===== config.mk =====
export PLATFORM = sky130hd
export DESIGN_NAME = projectile_pool
export DESIGN_NICKNAME = d
export VERILOG_FILES = /design/src/rtl/projectile_pool.sv
export SDC_FILE = /design/constraint.sdc
export NUM_CORES = 2
export LEC_CHECK = 0
export ABC_CLOCK_PERIOD_IN_PS = 6000
export CAP_MARGIN = 20
export CORE_MARGIN = 5
export CORE_UTILIZATION = 35
export DETAILED_ROUTE_END_ITERATION = 8
export PLACE_DENSITY = 0.6
export SETUP_SLACK_MARGIN = 0.15
export SYNTH_ARGS = -nofsm -noshare
export SYNTH_HDL_FRONTEND = slang
export SYNTH_SLANG_ARGS = --single-unit

===== constraint.sdc =====
create_clock -name Clk -period 6 [get_ports Clk]
set_input_delay 1.2 -clock Clk [delete_from_list [all_inputs] [get_ports Clk]]
set_output_delay 1.2 -clock Clk [all_outputs]
set_load 0.03 [all_outputs]

===== src/rtl/projectile_pool.sv =====
// projectile_pool: per-player projectile slots with fire cooldown, off-screen retirement, hit/block and clash detection
module projectile_pool #(
  parameter int SLOTS = 4,
  parameter int SPEED = 4,
  parameter int COOLDOWN = 16,
  parameter int BALL_SIZE = 8,
  parameter int X_MAX = 639,
  parameter int BOX_W = 48,
  parameter int BOX_H = 96
) (
  input  logic                  Clk,
  input  logic                  Reset,
  input  logic                  frame_tick,
  input  logic                  start,
  input  logic [1:0]            fire,
  input  logic [1:0]            facing,
  input  logic [19:0]           spawn_x,
  input  logic [19:0]           spawn_y,
  input  logic [19:0]           box_x,
  input  logic [19:0]           box_y,
  input  logic [1:0]            blocking,
  output logic [2*SLOTS*10-1:0] ball_x,
  output logic [2*SLOTS*10-1:0] ball_y,
  output logic [2*SLOTS-1:0]    ball_active,
  output logic [1:0]            hit,
  output logic [1:0]            blocked,
  output logic                  clash
);
  localparam int N = 2 * SLOTS;
  localparam int CW = $clog2(COOLDOWN + 1);
  logic [N-1:0] act, dir, act_n, dir_n, off, surv, cl, hc, sel;
  logic [9:0] x [N];
  logic [9:0] y [N];
  logic [9:0] mx [N];
  logic [9:0] x_n [N];
  logic [9:0] y_n [N];
  logic [CW-1:0] cd [2];
  logic [CW-1:0] cd_n [2];
  logic [1:0] hp, sp;
  function automatic logic ovl(input logic [9:0] a, input logic [9:0] b, input int wb);
    return ({2'b0, a} <= {2'b0, b} + 12'(wb - 1)) && ({2'b0, b} <= {2'b0, a} + 12'(BALL_SIZE - 1));
  endfunction
  always_comb begin
    for (int k = 0; k < N; k++) begin
      mx[k] = dir[k] ? x[k] - 10'(SPEED) : x[k] + 10'(SPEED);
      off[k] = act[k] & (dir[k] ? ({1'b0, x[k]} < 11'(SPEED))
                                : ({1'b0, x[k]} + 11'(SPEED) > 11'(X_MAX + 1 - BALL_SIZE)));
      surv[k] = act[k] & ~off[k];
    end
  end
  always_comb begin
    cl = '0;
    for (int i = 0; i < SLOTS; i++)
      for (int j = SLOTS; j < N; j++)
        if (surv[i] && surv[j] && ovl(mx[i], mx[j], BALL_SIZE) && ovl(y[i], y[j], BALL_SIZE)) begin
          cl[i] = 1'b1;
          cl[j] = 1'b1;
        end
  end
  always_comb begin
    hp = '0;
    for (int k = 0; k < N; k++) begin
      hc[k] = surv[k] & ~cl[k]
            & ovl(mx[k], k < SLOTS ? box_x[19:10] : box_x[9:0], BOX_W)
            & ovl(y[k], k < SLOTS ? box_y[19:10] : box_y[9:0], BOX_H);
      if (hc[k]) hp[k >= SLOTS] = 1'b1;
    end
  end
  always_comb begin
    sel = '0;
    sp = '0;
    for (int p = 0; p < 2; p++)
      for (int s = 0; s < SLOTS; s++)
        if (fire[p] && cd[p] == '0 && !sp[p] && !act[p*SLOTS+s]) begin
          sel[p*SLOTS+s] = 1'b1;
          sp[p] = 1'b1;
        end
  end
  always_comb begin
    for (int k = 0; k < N; k++) begin
      act_n[k] = sel[k] | (surv[k] & ~cl[k] & ~hc[k]);
      dir_n[k] = sel[k] ? facing[k >= SLOTS] : dir[k];
      x_n[k] = sel[k] ? (k >= SLOTS ? spawn_x[19:10] : spawn_x[9:0]) : act_n[k] ? mx[k] : '0;
      y_n[k] = sel[k] ? (k >= SLOTS ? spawn_y[19:10] : spawn_y[9:0]) : act_n[k] ? y[k] : '0;
    end
    for (int p = 0; p < 2; p++)
      cd_n[p] = sp[p] ? CW'(COOLDOWN) : cd[p] != '0 ? cd[p] - 1'b1 : '0;
  end
  always_ff @(posedge Clk) begin
    if (Reset || !start) begin
      act <= '0;
      dir <= '0;
      x <= '{default: '0};
      y <= '{default: '0};
      cd <= '{default: '0};
      hit <= '0;
      blocked <= '0;
      clash <= 1'b0;
    end else begin
      hit <= frame_tick ? hp & ~{blocking[0], blocking[1]} : 2'b0;
      blocked <= frame_tick ? hp & {blocking[0], blocking[1]} : 2'b0;
      clash <= frame_tick & |cl;
      if (frame_tick) begin
        act <= act_n;
        dir <= dir_n;
        x <= x_n;
        y <= y_n;
        cd <= cd_n;
      end
    end
  end
  always_comb begin
    ball_x = '0;
    ball_y = '0;
    for (int k = 0; k < N; k++) begin
      ball_x[k*10 +: 10] = x[k];
      ball_y[k*10 +: 10] = y[k];
    end
  end
  assign ball_active = act;
endmodule


; ---- Word-level counts from Yosys, hierarchy flattened
; Cells that the tools add are included.
[totals]
in_bits = 90
latch_bits = 0
output_inout_bits = 173
rom_bits = 0
ramBits = 0
n_memories = 0
register_bits = 191
[op_classes]
eq_ne = 8
n_mul = 0
bitwise = 85
n_shift = 0
mux = 104
n_reduce_logical = 150
addsub = 46
magnitude_cmp = 112
div = 0
[op_table]
columns = cell, n
row1 = 10-bit by 12-bit less-or-equal comparator with 1-bit output, 76
row2 = 10-bit 2-to-1 mux, 40
row3 = 10-bit by 3-bit adder with 11-bit output (second input constant), 24
row4 = 10-bit by 11-bit less-or-equal comparator with 1-bit output, 20
row5 = 1-bit logical AND, 112
row6 = 11-bit by 10-bit greater-than comparator with 1-bit output (second input constant), 8
row7 = 10-bit by 3-bit adder with 10-bit output (second input constant), 8
row8 = 10-bit by 3-bit less-than comparator with 1-bit output (second input constant), 8
row9 = 10-bit by 3-bit subtractor with 10-bit output (second input constant), 8
row10 = 1-bit 2-to-1 mux, 59
row11 = 1-bit bitwise AND, 49
row12 = 2-bit AND reduction, 16
row13 = 1-bit inverter, 25
row14 = 10-bit by 6-bit adder with 11-bit output (second input constant), 2
row15 = 10-bit by 7-bit adder with 11-bit output (second input constant), 2
row16 = 5-bit 2-to-1 mux, 4
row17 = 2-bit by 1-bit inequality test with 1-bit output (second input constant), 8
row18 = 1-bit zero test, 15
row19 = 5-bit zero test, 2
row20 = 5-bit nonzero test, 2
row21 = 5-bit by 1-bit subtractor with 5-bit output (second input constant), 2
row22 = 1-bit OR, 8
row23 = 8-bit OR reduction, 1
row24 = 2-bit bitwise AND, 2
row25 = 4 further kinds, 4

; ---- Logic depth before layout (Yosys ltp)
[depth]
ltp_word = 25
depth_mapped = 23

; ---- Least setup slack after synthesis
; OpenSTA, ideal clock, no wires.
[synth_path]
path_type = register to register
startpoint = reg x (netlist bit ball_x[22])
endpoint = reg x (netlist bit ball_x[50])
t_arrival_ps = 5147
t_required_ps = 5882
slack_ps = 736
stages_incl_launch_ff = 24
setup_ps = 118
path_buffers = 3
path_cell_list = dfxtp_1 > clkbuf_1 > inv_1 > ha_1 > nor4bb_1 > a31oi_1 > xor2_2 > inv_2 > buf_1 > nand3_1 > xor2_1 > ha_1 > o21a_1 > nor2_1 > nor2_1 > o31a_1 > a222oi_1 > nand2_1 > a311o_1 > o22ai_2 > a2111oi_4 > nand2b_4 > buf_6 > a32o_2
[synth_between]
elab_chain_len = 20
word_cells_on_any_way = 28
cone_classes = add/sub: 4 / order compare: 4 / mux: 6 / bitwise: 10 / reduce/logical: 4
[synth_rtl]
columns = element, line_no
row1 = "start, declared", 32  ; logic [9:0] x [N];
row2 = "start signal, assigned", 106  ; x <= x_n;
row3 = branches (longest 7 deep; another with 10-bit by 12-bit less-or-equal comparator with 1-bit output), n/a
row4 = 1-bit logical AND (*) (2 in series), 55  ; if (surv[i] && surv[j] && ovl(mx[i], mx[j], BALL_SIZE) && ovl(y[i], y[j], BALL_SIZE)) begin
row5 = 1-bit 2-to-1 mux (*) (2 in series), 55
row6 = 1-bit inverter (*), "63, 81"
row7 = 1-bit bitwise AND (*), "63, 81"
row8 = 1-bit bitwise AND, 64  ; & ovl(mx[k], k < SLOTS ? box_x[19:10] : box_x[9:0], BOX_W)
row9 = 1-bit bitwise AND, 65  ; & ovl(y[k], k < SLOTS ? box_y[19:10] : box_y[9:0], BOX_H);
row10 = 1-bit inverter, 81  ; act_n[k] = sel[k] | (surv[k] & ~cl[k] & ~hc[k]);
row11 = 1-bit bitwise AND (*), 81
row12 = 1-bit OR (*), 81
row13 = 10-bit 2-to-1 mux (*) (2 in series), 83  ; x_n[k] = sel[k] ? (k >= SLOTS ? spawn_x[19:10] : spawn_x[9:0]) : act_n[k] ? mx[k] : '0;
; Mark *: on every way between the ends.
; A chain may end at the register's enable or synchronous reset.

; ---- Final worst setup path
[layout_path]
startpoint = reg x (netlist bit ball_x[13])
endpoint = reg x (netlist bit ball_x[10])
[layout_between]
elab_chain_len = 22
word_cells_on_any_way = 51
cone_classes = add/sub: 4 / order compare: 12 / mux: 8 / bitwise: 10 / reduce/logical: 17
[layout_rtl]
columns = element, line_no
row1 = branches (longest 18 deep; another with 10-bit by 12-bit less-or-equal comparator with 1-bit output), n/a
row2 = 1-bit bitwise AND (*), 81
row3 = 1-bit OR (*), 81
row4 = 10-bit 2-to-1 mux (*) (2 in series), 83
; Marked as above.

==> impl_summary.log <==
INFO  metric reg2regPathDepth = 21
INFO  metric wire_per_inst = 30.2 microns
INFO  metric area.sequential = 3820 sq um
INFO  metric whs_path_depth = 2
INFO  metric detail_route.drc_violations = 0
INFO  metric max_slew_vio_count = 0
INFO  metric share_clk_of_total_power = between 20% and 30%
INFO  metric cellLeakagePower = 18.6 nW
INFO  metric async_flop_share = 0%
INFO  metric power.net_switching = about 1.9 mW
INFO  metric cts_tree = built
INFO  metric ys_seq_area_share = 10.6%
INFO  metric buffer_ports.inserted = 262
INFO  metric post_detailed_placement_half_perimeter_wirelength = 152 mm
INFO  metric postCtsResizedCells = 0
INFO  metric wl_met3 = 20.9 mm
INFO  metric worst-endpoint-required = between 6 and 7 ns
INFO  metric top_layer_used = met5
INFO  metric start_kind = flip-flop
INFO  metric cell_area_synth = 36,000 sq um
INFO  metric area_growth = 18.7%
INFO  metric sw_share = approximately two fifths
INFO  metric core.rowCount = 117
INFO  metric vias = 40,260
INFO  metric netlist_top_cells_area = sky130_fd_sc_hd__ha_1, sky130_fd_sc_hd__dfxtp_1, sky130_fd_sc_hd__a21oi_1, sky130_fd_sc_hd__nand2_1, sky130_fd_sc_hd__o21ai_0
INFO  metric timing.critical_path.fanout_max = 12
INFO  metric share_of_power_burned_in_combinational_logic = 42.1%
INFO  metric h-tree-depth = 4
INFO  metric crit-reg2reg-capture = ball_x[10]$_SDFFE_PP0P_
INFO  metric drt_first_iter_violations = 4,628
INFO  metric multi_input_comb_area = 30,900 sq um
INFO  metric effective_utilization_at_floorplan = 35.3%
INFO  metric grt_first_pass_wirelength = 264 mm
INFO  metric ys.flop_type = sky130_fd_sc_hd__dfxtp_1
INFO  metric synth_largest_type_area_fraction = 31.0%
INFO  metric grt_setup_unrepaired = no
INFO  metric post_drt_via_cell_ratio = 6.41
INFO  metric cp.arrival = 6.08 ns
INFO  metric synth-edff-count = 0
INFO  metric yosys_register_bits = approximately 190
INFO  metric max_freq = 176 MHz
INFO  metric grt_antenna_before_repair = 8
INFO  metric globalRoute.totalOverflow = 0
INFO  metric drv_cap = 0
INFO  metric cts-hold-fix-buffers = 0
INFO  metric post-route-min-period = 5.67 ns
INFO  metric power_frac_seq = 30.0%
INFO  metric coreArea = 102,000 sq um
INFO  metric number_of_detailed_route_iterations_in_the_first_pass = 6
INFO  metric cts_setup_buffers = 0
INFO  metric metal_1_wl = 73.2 mm
INFO  metric setup-violations-final = 0
INFO  metric fin_tns_setup = 0 ns
INFO  metric cts_inserted_buffers = 17
INFO  metric drtAntennaViolNets = 0
INFO  metric timing.rr.start = ball_x[13]$_SDFFE_PP0P_
INFO  metric crit_path_category = reg2reg
INFO  metric layout.cells.most_common = sky130_fd_sc_hd__ha_1
INFO  metric clock_latency_of_the_later_clocked_register_in_the_worst_skew_pair = 0.53 ns
INFO  metric finalNetCount = 5,878
INFO  metric grt_pass1_vias = around 37,000
INFO  metric yosysWarningCount = 0
INFO  metric pwr_density_cell = around 100 nW/um^2
INFO  metric hp-start = cd[9]$_SDFFE_PP0P_
INFO  metric cts-root-buf = sky130_fd_sc_hd__clkbuf_16
INFO  metric post_route_cells_drive_above_1_share = just under 10%
INFO  metric cts-root-to-sink-buffers = 2
INFO  metric place_inst = 6,243
INFO  metric reg2reg_slack = 0.33 ns
INFO  metric synthDominantAreaCellType = sky130_fd_sc_hd__ha_1
INFO  metric finalClockSkew = 0.0300 ns
INFO  metric slew_headroom = around a fifth
INFO  metric die_area = 109,000 sq um
INFO  metric hold_end = cd[9]$_SDFFE_PP0P_
INFO  metric i_o_pin_total = 263
INFO  metric cts.sinks = 191
INFO  metric hp-class = reg2reg
INFO  metric die_y = around 330 microns
INFO  metric internal_power = 2.59 mW
INFO  metric num-fill-cells = between 10,000 and 15,000
INFO  metric gr_usage_total = 33.2%
INFO  metric grt_start_max_net_pins = 79
INFO  metric gpl.final_weighted_congestion = roughly 1.1
INFO  metric synthDistinctLibCells = approximately 130
INFO  metric route.final.wire_length = 190 mm
INFO  metric synth.avg_cell_area = about 8.1 sq um
INFO  metric post_synthesis_net_count = 5,429
INFO  metric report.final.hold_viol_count = 0
INFO  metric worst_setup_hold_path_clk_slew = roughly 0.080 ns
INFO  metric x_dimension_of_the_die = 331 microns
INFO  metric synthesis.instances = roughly 4,400
INFO  metric routed-wl-met2 = 78.0 mm
INFO  metric final_cell_mix = sky130_fd_sc_hd__ha_1, sky130_fd_sc_hd__nand2_1, sky130_fd_sc_hd__a21oi_1, sky130_fd_sc_hd__buf_4, sky130_fd_sc_hd__clkdlybuf4s50_1
INFO  metric timing.final.crit_share = a little over nine tenths
INFO  metric status = completed
INFO  metric stdcell_count = 6,280
INFO  metric worst_setup_path_end_kind = flip-flop
INFO  metric power.ir.vdd_worst = roughly 0.21 mV
INFO  metric tightest_slew = 1.22 ns
Yosys cell counts, types with 112 or more instances:
cell type / n
sky130_fd_sc_hd__ha_1: 893
sky130_fd_sc_hd__nand2_1: 366
sky130_fd_sc_hd__a21oi_1: 341
sky130_fd_sc_hd__o21ai_0: 232
sky130_fd_sc_hd__nor2_1: 196
sky130_fd_sc_hd__dfxtp_1: 191
sky130_fd_sc_hd__nand4_1: 182
sky130_fd_sc_hd__inv_1: 170
sky130_fd_sc_hd__xnor2_1: 121
sky130_fd_sc_hd__o21a_1: 116
sky130_fd_sc_hd__a21o_1: 115
sky130_fd_sc_hd__nor2b_1: 115
sky130_fd_sc_hd__nand3_1: 112
routing by layer:
layer	vias to the layer above	GRT usage (%)
met4	4	24.2
met5	-	0.444
met3	724	8.12
li1	18061	-
met1	18958	41.1
met2	2513	50.0
how the worst max path moves through the flow:
| stage | startpoint | endpoint | slack [ns] | cells past startpoint |
|---|---|---|---|---|
| after floorplan | ball_x[22]$_SDFFE_PP0P_ | ball_x[50]$_SDFFE_PP0P_ | 0.74 | 23 |
| after global placement | box_x[10] | ball_y[10]$_SDFFE_PP0P_ | 0.18 | 16 |
| after detailed placement | box_x[10] | ball_y[10]$_SDFFE_PP0P_ | 0.20 | 16 |
| after CTS | ball_x[52]$_SDFFE_PP0P_ | ball_x[10]$_SDFFE_PP0P_ | 0.53 | 22 |
| after global routing | ball_x[52]$_SDFFE_PP0P_ | ball_y[11]$_SDFFE_PP0P_ | 0.17 | 22 |
| final | ball_x[13]$_SDFFE_PP0P_ | ball_x[10]$_SDFFE_PP0P_ | 0.33 | 21 |
power by group through the flow:
| stage | clock, mW | sequential, mW | combinational [mW] |
|---|---|---|---|
| 2_1_floorplan | 0 | 1.37 | 1.03 |
| 3_5_place_dp | 0 | 1.36 | 1.80 |
| 6_report | 1.24 | 1.33 | 1.87 |
| 5_1_grt | 1.30 | 1.34 | 2.00 |
| 4_1_cts | 1.25 | 1.33 | 1.81 |
| 3_3_place_gp | 0 | 1.36 | 1.79 |
cell type report:
class,instances,area share [%]
diodes,5,0.0293
clock buffers,18,1.03
clock inverters,13,0.348
inverters,177,1.55
multi-input cells,3931,72.3
flip-flops and latches,191,8.94
well taps,1368,4.00
repair buffers,577,11.8
flip-flops by register name, summed over array words and instances (netlist names):
| name | count |
|---|---|
| ball_x | 80 |
| ball_y | 80 |
| cd | 10 |
| ball_active | 8 |
| dir | 8 |
| blocked | 2 |
| hit | 2 |
| clash | 1 |
kinds of logic (layout without fill, tap and decap cells):
kind of cell / after synthesis / after routing / synth area share (%)
xor+xnor: 246 / 246 / 6.90
fa+ha+maj: 908 / 908 / 31.4
buf+inv: 324 / 785 / 3.74
compound gates: 1321 / 1321 / 24.6
flops: 191 / 191 / 10.6
simple gates: 1429 / 1429 / 21.9
other cells: 0 / 5 / 0
mux: 27 / 27 / 0.826
critical path, cell delays in order, from the launching register on:
cell and delay (ns):
sky130_fd_sc_hd__dfxtp_1 0.49, sky130_fd_sc_hd__ha_1 0.37, sky130_fd_sc_hd__nand4b_1 0.17, sky130_fd_sc_hd__and3_1 0.26
sky130_fd_sc_hd__nor4_1 0.59, sky130_fd_sc_hd__nand3_1 0.26, sky130_fd_sc_hd__xor2_1 0.20, sky130_fd_sc_hd__buf_4 0.21
sky130_fd_sc_hd__ha_1 0.33, sky130_fd_sc_hd__o21ai_0 0.09, sky130_fd_sc_hd__nand2b_1 0.09, sky130_fd_sc_hd__o21ai_0 0.12
sky130_fd_sc_hd__a21oi_1 0.20, sky130_fd_sc_hd__a21oi_1 0.06, sky130_fd_sc_hd__o211ai_1 0.21, sky130_fd_sc_hd__buf_4 0.18
sky130_fd_sc_hd__a22oi_1 0.09, sky130_fd_sc_hd__o221a_1 0.34, sky130_fd_sc_hd__nor4b_2 0.52, sky130_fd_sc_hd__a21oi_1 0.27
sky130_fd_sc_hd__buf_4 0.29, sky130_fd_sc_hd__o31ai_1 0.21
per-stage QoR:
stage / hold WS, ns / utilization [%] / cell area (sq um) / power [mW] / worst slack, ns
after floorplan: 0.440 / - / 36000 / 2.41 / 0.736
after global placement: 0.452 / 41.3 / 42100 / 3.15 / 0.179
after detailed placement: 0.457 / 41.3 / 42100 / 3.16 / 0.203
after CTS: 0.466 / 41.9 / 42700 / 4.39 / 0.527
after global routing: 0.489 / 41.9 / 42800 / 4.63 / 0.167
final: 0.465 / 41.9 / 42800 / 4.45 / 0.329
(Power assumes the default switching activity.)
